$ cat config.mk
export PLATFORM = sky130hd
export DESIGN_NAME = reg_file_wr_sched
export DESIGN_NICKNAME = d
export VERILOG_FILES = /design/src/rtl/reg_file_wr_sched.sv
export SDC_FILE = /design/constraint.sdc
export NUM_CORES = 1
export LEC_CHECK = 0
export ABC_AREA = 1
export CORE_MARGIN = 8
export CORE_UTILIZATION = 40
export CTS_CLUSTER_SIZE = 24
export DETAILED_ROUTE_END_ITERATION = 8
export PLACE_DENSITY_LB_ADDON = 0.3
export SYNTH_ARGS = -nofsm -noshare
export SYNTH_HDL_FRONTEND = slang
export SYNTH_SLANG_ARGS = --single-unit
export TNS_END_PERCENT = 100
$ cat constraint.sdc
create_clock -name clk -period 2.8 [get_ports clk]
set_clock_uncertainty 0.05 [all_clocks]
set_input_delay 0.28 -clock clk [delete_from_list [all_inputs] [get_ports clk]]
set_output_delay 0.28 -clock clk [all_outputs]
set_load 0.02 [all_outputs]
$ cat src/rtl/reg_file_wr_sched.sv
// Write-port scheduler for the 2R/1W register file: zero-sweeps registers 1..NUMREGS-1
// after reset or on request, then round-robin arbitrates writeback sources onto the port.
module reg_file_wr_sched #(
  parameter int WIDTH       = 32,
  parameter int NUMREGS     = 32,
  parameter int LOG2NUMREGS = 5,
  parameter int NUMREQ      = 3
) (
  input  logic                          clk,
  input  logic                          reset,
  input  logic                          init_start,
  input  logic [NUMREQ-1:0]             req_valid,
  input  logic [NUMREQ*LOG2NUMREGS-1:0] req_reg,
  input  logic [NUMREQ*WIDTH-1:0]       req_data,
  output logic [NUMREQ-1:0]             req_ready,
  output logic [LOG2NUMREGS-1:0]        c_reg,
  output logic [WIDTH-1:0]              c_writedatain,
  output logic                          c_we,
  output logic                          init_done
);

  localparam int RRW = (NUMREQ > 1) ? $clog2(NUMREQ) : 1;

  typedef enum logic {INIT, RUN} state_t;

  state_t                  state, state_next;
  logic [LOG2NUMREGS-1:0]  counter;
  logic [RRW-1:0]          rr;
  logic                    grant_any;
  logic [RRW-1:0]          grant_idx;
  logic                    sweep_last;
  int unsigned             idx;

  // The sweep ends one cycle after the top register's write is presented, so the
  // write port is never shared between the sweep and a granted requester.
  assign sweep_last = c_we && (c_reg == LOG2NUMREGS'(NUMREGS - 1));
  assign init_done  = (state == RUN);

  always_comb begin
    state_next = state;
    req_ready  = '0;
    grant_any  = 1'b0;
    grant_idx  = '0;
    idx        = 0;
    case (state)
      INIT: begin
        if (sweep_last) state_next = RUN;
      end
      RUN: begin
        if (init_start) begin
          state_next = INIT;
        end else begin
          for (int unsigned k = 0; k < NUMREQ; k++) begin
            idx = (int'(rr) + k) % NUMREQ;
            if (!grant_any && req_valid[idx]) begin
              grant_any = 1'b1;
              grant_idx = RRW'(idx);
            end
          end
        end
        if (grant_any) req_ready[grant_idx] = 1'b1;
      end
      default: state_next = INIT;
    endcase
  end

  always_ff @(posedge clk) begin
    if (reset) begin
      state         <= INIT;
      counter       <= LOG2NUMREGS'(1);
      rr            <= '0;
      c_we          <= 1'b0;
      c_reg         <= '0;
      c_writedatain <= '0;
    end else begin
      state <= state_next;
      case (state)
        INIT: begin
          if (sweep_last) begin
            c_we <= 1'b0;
          end else begin
            c_reg         <= counter;
            c_writedatain <= '0;
            c_we          <= 1'b1;
            counter       <= counter + LOG2NUMREGS'(1);
          end
        end
        RUN: begin
          if (init_start) counter <= LOG2NUMREGS'(1);
          c_we <= grant_any;
          if (grant_any) begin
            c_reg         <= req_reg[int'(grant_idx)*LOG2NUMREGS +: LOG2NUMREGS];
            c_writedatain <= req_data[int'(grant_idx)*WIDTH +: WIDTH];
            rr            <= (grant_idx == RRW'(NUMREQ - 1)) ? '0 : grant_idx + RRW'(1);
          end
        end
        default: ;
      endcase
    end
  end

endmodule

**Word level (Yosys, flattened, before mapping)**

Index checks and enable logic that the tools add are counted.

- Input bits: 117
- Word-level logic and storage cells: 77
- Register bits: 46
- Output and inout port bits: 42

- Muxes and demuxes: 41
- Divide/modulo/power cells: 3
- Shift operators: 2
- Order comparisons: 5
- $mul: 1
- Eq/ne operators: 5
- Bitwise operators: 1
- Add/sub/neg operators: 4
- Reduce and logical (&&, ||, !) cells: 9

Operators with widths:

| cell | count |
|---|---|
| less-than comparator 32 x 3 -> 1 bit, second input constant | 3 |
| indexed part select 96 x 8 -> 32 bit | 1 |
| modulo 32 x 2 -> 32 bit, second input constant | 2 |
| 2-to-1 mux 32 bit | 2 |
| case mux 32 bit (2 select lines) | 1 |
| modulo 2 x 2 -> 32 bit, second input constant | 1 |
| 2-to-1 mux 5 bit | 4 |
| case mux 5 bit (2 select lines) | 2 |
| 2-to-1 mux 1 bit | 17 |
| indexed part select 15 x 6 -> 5 bit | 1 |
| 2-to-1 mux 2 bit | 7 |
| binary-select mux 1 bit (select 2 bit) | 3 |
| 2-to-1 mux 3 bit | 2 |
| AND reduction 2 bit | 3 |
| adder 5 x 1 -> 5 bit, second input constant | 1 |
| == test 5 bit, second input constant | 1 |
| multiplier 2 x 3 -> 5 bit, second input constant | 1 |
| logical AND 1 bit | 4 |
| != test 2 bit, second input constant | 2 |
| case mux 1 bit (2 select lines) | 2 |
| adder 2 x 1 -> 3 bit, second input constant | 1 |
| adder 2 x 2 -> 3 bit, second input constant | 1 |
| less-than comparator 2 x 3 -> 1 bit, second input constant | 1 |
| adder 2 x 1 -> 2 bit, second input constant | 1 |
| 6 further kinds | 7 |

**Longest topological paths before layout**

Gate-level depths: netlist of the first run.

- Word-level depth: 22
- Mapped depth: 17
- Depth with buffers taken out: 16

**Worst setup path after synthesis of the first run**

OpenSTA, ideal clock, no wires.

- Path type: register -> output
- From: register rr[0]
- To: output port req_ready[0]
- Path buffers: 1
- Stages on the path, launching flop included: 11
- Slack: 0.621 ns
- Arrival: 1.849 ns
- Cell sequence: dfxtp_1 -> inv_1 -> ha_1 -> o21ai_2 -> nand2_2 -> nand3_4 -> nand3_2 -> nand3_4 -> buf_6 -> nand2_1 -> nor2_1

- Word-level cells in the longest chain between the ends: 22
- Elaborated cells on any way between the ends: 36

Ends and longest elaborated chain:

| what | RTL line | RTL |
|---|---|---|
| from (decl) | 28 | `logic [RRW-1:0] rr;` |
| from (signal assigned) | 94 | `rr <= (grant_idx == RRW'(NUMREQ - 1)) ? '0 : grant_idx + RRW'(1);` |
| parallel branches: the longest is 20 deep, another holds modulo 32 x 2 -> 32 bit | -- |  |
| 2-to-1 mux 3 bit * | 61 | `if (grant_any) req_ready[grant_idx] = 1'b1;` |
| 2-to-1 mux 3 bit * | 45 | `case (state)` |
| to (decl) | 15 | `output logic [NUMREQ-1:0] req_ready,` |

Every way passes the cells marked *. The select of a mux whose other input is x is not followed.

**Worst setup path after layout of the first run**

- From: register rr[0]
- To: output port req_ready[1]

Same word-level chain as after synthesis.

==> out/metrics.csv, run 1 <==
metric;value;unit
TritonCTS Buffers;5;
Reg2Reg Setup Slack;0.30;ns
Num Clock Sinks;46;
Net Count, Synth;613;
vias in the first global route;3520;
Post-Place Cells;739;
status;finished, final reports clean;
Max Buffers Root-to-Sink;2;
antenna viol nets, final;0;
area delta synth->final;56.5;%
crit end category;primary output;
Pwr Density;281;nW/um2
arrival time at the worst endpoint;2.28;ns
Required @ worst endpoint;2.47;ns
CP startpoint;rr[0];
via count;3584;
Max Slew Vio Count;0;
synth warn;0;
Chip Width;104;um
H-tree depth;2;
gr usage total;0.194;
highest clock rate;383;MHz
IO buf count;158;
DR WL/cell;14.5;um
Hold Worst Slack;0.351;ns
syn_area_per_cell;6.25;um2
Ant. Diodes;0;
Nets;768;
maximum vdd drop;200;uV
pin count of the biggest net entering global routing;37;
power consumption;1.35;mW
relative slew slack;0.377;
CP endpoint;req_ready[1];
first-pass GRT wire length;17.6;mm
max reg flops;32;
DRC Markers;0;
final setup vio count;0;
drt via density;4.77;
Post-Syn Area;3080;um2
Netlist cell types;34;
post-synthesis cell count;493;
CTS root buf;clkbuf_8;
endpoints failing hold;0;
Post-Route WL;10.9;mm
RSZ-0062 raised after global routing;false;
placed instance area;4700;um2
clk_lat worst skew;0.29;ns
CP startpoint kind;flop;
Worst R2R Start;rr[0];
Hold WC Path Type;in -> reg;
Starting Density;0.405;
GP Congestion;0.888;
DP HPWL;8.08;mm
Pleak;2.05;nW
core region area;7610;um2
post-layout util;0.634;
num ports;159;
hold path depth;4;
r2r endpoint;c_writedatain[16];
drt pass-1 iters;4;
final cell count without fillers;751;
die footprint;10800;um2
WS Path Type;reg -> out;
Final Cycle Share;0.933;
worst reg-to-reg path cell count;16;
total of max-cap violations;0;
fin area;4820;um2
layout cells sized above 1;0.112;
Worst Path Max Fanout;5;
row count;32;
Tmin final;2.61;ns
GRT Residual Overflow;0;
die height;104;um
initial antenna violation count;0;
CTS tree;built;
clock-pin slew on the worst setup and hold paths;0.08;ns
Worst-Margin Slew;0.931;ns
Seq/Total Area, Yosys;0.299;
Detailed Route Iter0 Violations;152;
Synth Register Bits;46;
## report_power, final
part | total, mW | switching, mW | internal (mW)
logic | 0.264 | 0.0879 | 0.176
clock network | 0.416 | 0.217 | 0.199
registers | 0.673 | 0.00961 | 0.663
## cells in the mapped netlist, drive strengths merged
master | n | share of area
inv | 58 | 0.071
a211oi | 1 | 0.0024
o32ai | 1 | 0.0028
buf | 18 | 0.045
xor2 | 1 | 0.0028
nand3 | 56 | 0.11
o21ai | 9 | 0.016
clkinv | 1 | 0.0012
dfxtp | 46 | 0.30
nand4 | 11 | 0.029
ha | 3 | 0.012
nor3 | 1 | 0.0016
nand2 | 227 | 0.28
nor2 | 10 | 0.018
clkbuf | 7 | 0.0085
nor4 | 1 | 0.0020
a31oi | 1 | 0.0020
a21oi | 41 | 0.098
## stage by stage
stage | TNS, ns | setup slack [ns]
2_1_floorplan | 0 | 0.621
3_3_place_gp | 0 | 0.137
3_5_place_dp | -0.0642 | -0.0335
4_1_cts | 0 | 0.0954
5_1_grt | 0 | 0.0216
6_report | 0 | 0.188
## worst min-delay path by stage
stage / start / end / slack [ns]
2_1_floorplan: rr[0] / rr[0] / 0.41
3_3_place_gp: rr[0] / rr[0] / 0.42
3_5_place_dp: rr[1] / rr[1] / 0.44
4_1_cts: reset / c_writedatain[31] / 0.33
5_1_grt: reset / c_writedatain[31] / 0.37
6_report: reset / c_writedatain[31] / 0.35
## layout by cell type, fill, tap and decap left out, types with 2 or more instances in the layout
cell / n
nand3_2: 5
nand4_1: 9
ha_1: 3
nand3_4: 2
clkdlybuf4s50_1: 154
inv_2: 6
inv_1: 51
dlygate4sd2_1: 2
clkbuf_8: 6
nand2_1: 224
dfxtp_1: 46
nand2_2: 2
nand3_1: 49
a21oi_1: 15
a21oi_2: 26
buf_4: 14
nor2_1: 7
nor2_4: 3
o21ai_0: 7
## kinds of logic (layout without fill, tap and decap cells)
kind of cell	Yosys count	count (layout)	share of synthesized area
compound gates	53	53	0.121
fa+ha+maj	3	3	0.0122
xor+xnor	1	1	0.00284
buf+inv	84	239	0.126
simple gates	306	307	0.439
flops	46	46	0.299
## area by class of cell
type	instances	area, um2
clock buffers	7	86.3
clock inverters	1	5.00
fillers	698	2790
inverters	59	224
multi-input cells	364	1780
flip-flops and latches	46	921
well taps	102	128
repair buffers	172	1670
## routing by layer
layer | GRT usage | up-vias | wire (um)
li1 | - | 1852 | -
met2 | 0.324 | 140 | 5000
met5 | 0 | - | 0
met4 | 0.0341 | 0 | 55
met3 | 0.0613 | 8 | 864
met1 | 0.242 | 1584 | 4990
## worst max-delay path, stage by stage (launching register included)
cell           delay [ns]
dfxtp_1              0.35
inv_1                0.07
ha_1                 0.37
inv_2                0.12
nand2_1              0.06
nand3_2              0.07
nand2_2              0.09
nand3_4              0.12
nor2_2               0.05
nor2_4               0.14
nand3_4              0.10
inv_2                0.08
dlygate4sd2_1        0.35
## what timing repair did
item / CTS / global route
resized for setup: 3 / 3
gates cloned: 1 / 0
endpoints found under the setup margin: 8 / 19
pin swaps: 1 / 1
buffers inserted: 0 / 3
hold buffers: 0 / 0
Power figures use the tool's default switching activity.
==> inputs of run 2 (changes only) <==
Settings changed: SLEW_MARGIN set to 40.
==> run 2 against run 1 <==
Net effect:
- sequential cell count unchanged
- largest cell class unchanged
- hold slack improved by 0.00075 ns
- power hardly changed
- critical endpoint unchanged
- routed wire length is essentially flat
==> out/metrics.csv, run 2 (same netlist as run 1, synthesis figures left out) <==
metric;value;unit
status;finished, final reports clean;
Hold Path End;c_writedatain[31];
area delta synth->final;56.7;%
Max Slew Vio Count;0;
DR WL/cell;14.5;um
highest clock rate;384;MHz
arrival time at the worst endpoint;2.28;ns
endpoints failing hold;0;
total of max-cap violations;0;
GRT met1 Usage;0.242;
Reg2Reg Setup Slack;0.31;ns
CTS root buf;clkbuf_8;
number of filler cells placed in the layout;696;
drt pass-1 iters;4;
final setup vio count;0;
final worst slack;0.195;ns
most frequent cells in the layout;nand2_1, clkdlybuf4s50_1, inv_1, nand3_1, dfxtp_1;
Required @ worst endpoint;2.47;ns
pin count of the biggest net entering global routing;37;
GRT Residual Overflow;0;
Chip Width;104;um
DP HPWL;8.08;mm
die footprint;10800;um2
hold path depth;4;
dpl ws;-0.0335;ns
gr usage total;0.194;
met2 usage;0.324;
via count;3587;
post-layout util;0.635;
initial antenna violation count;0;
hold wc startpoint;reset;
DRC Markers;0;
Ant. Diodes;0;
vias in the first global route;3520;
TritonCTS Buffers;5;
core region area;7610;um2
Detailed Route Iter0 Violations;151;
layout cells sized above 1;0.114;
Worst R2R Start;rr[0];
Worst-Margin Slew;0.565;ns
first-pass GRT wire length;17.6;mm
Tmin final;2.61;ns
IO buf count;158;
maximum vdd drop;200;uV
Num Clock Sinks;46;
relative slew slack;0.623;
most common cell after layout, fill and taps aside;nand2_1;
r2r endpoint;c_writedatain[16];
clk_lat worst skew;0.29;ns
GP Congestion;0.888;
CTS tree;built;
GR peak layer;met2;
Worst Path Max Fanout;5;
max reg flops;32;
crit end category;primary output;
Hold WC Path Type;in -> reg;
Post-CTS Hold Fix Bufs;0;
antenna viol nets, final;0;
Post-Route WL;10.9;mm
H-tree depth;2;
worst reg-to-reg path cell count;14;
WS Path Type;reg -> out;
Starting Density;0.405;
die height;104;um
num ports;159;
Nets;768;
RSZ-0062 raised after global routing;false;
drt via density;4.78;
row count;32;
Max Buffers Root-to-Sink;2;
clock-pin slew on the worst setup and hold paths;0.08;ns
Final Cycle Share;0.931;
met3 Resource Use GR;0.0613;
power consumption;1.35;mW
TNS Setup;0;ns
CP startpoint kind;flop;
Pwr Density;280;nW/um2
Pleak;2.05;nW
[run 2: cell counts in the layout (fill, tap and decap cells not counted)]
Identical to the previous run, type by type.
[run 2: report_power, final]
group / leakage [nW] / total, mW / internal [mW] / switching, mW
Clock: 0.0482 / 0.415 / 0.199 / 0.216
Sequential: 0.372 / 0.673 / 0.663 / 0.00982
Combinational: 1.63 / 0.263 / 0.176 / 0.0877
[run 2: routing by layer]
metal	wire [um]	vias up
met4	51	0
met3	897	8
li1	-	1852
met1	4980	1587
met5	0	-
met2	4980	140
[run 2: area by class of cell]
cell class              count  area, um2  share of cell area
repair buffers            172       1670               0.347
flip-flops and latches     46        921               0.191
multi-input cells         364       1790               0.371
well taps                 102        128              0.0264
clock inverters             1       5.00             0.00104
inverters                  59        224              0.0464
clock buffers               7       86.3              0.0179
[run 2: worst max path at each step]
stage / start / endpoint / slack, ns / depth (start not counted)
final: rr[0] / req_ready[1] / 0.19 / 10
after global routing: rr[0] / req_ready[1] / 0.02 / 10
after CTS: rr[0] / req_ready[0] / 0.1 / 10
after detailed placement: rr[0] / c_reg[2] / -0.03 / 15
after global placement: rr[0] / c_reg[4] / 0.14 / 15
after floorplan: rr[0] / req_ready[0] / 0.62 / 10
[run 2: timing repair]
item,CTS,global route
resized for setup,3,2
buffers inserted,0,3
endpoints found under the setup margin,8,4
pin swaps,1,1
gates cloned,1,0
[run 2: through the flow]
| step | cells | cell area, um2 | hold slack, ns |
|---|---|---|---|
| after global placement | 739 | 4700 | 0.421 |
| after global routing | 751 | 4830 | 0.370 |
| final | 751 | 4830 | 0.352 |
| after floorplan | 493 | 3080 | 0.411 |
| after CTS | 748 | 4800 | 0.331 |
| after detailed placement | 739 | 4700 | 0.439 |
[run 2: critical path, cell delays in order, from the launching register on]
cell	delay [ns]
dfxtp_1	0.35
inv_1	0.07
ha_1	0.37
o21ai_2	0.22
nand2_2	0.12
nand3_4	0.12
nor2_2	0.05
nor2_4	0.14
nand3_4	0.10
inv_2	0.08
dlygate4sd2_1	0.35
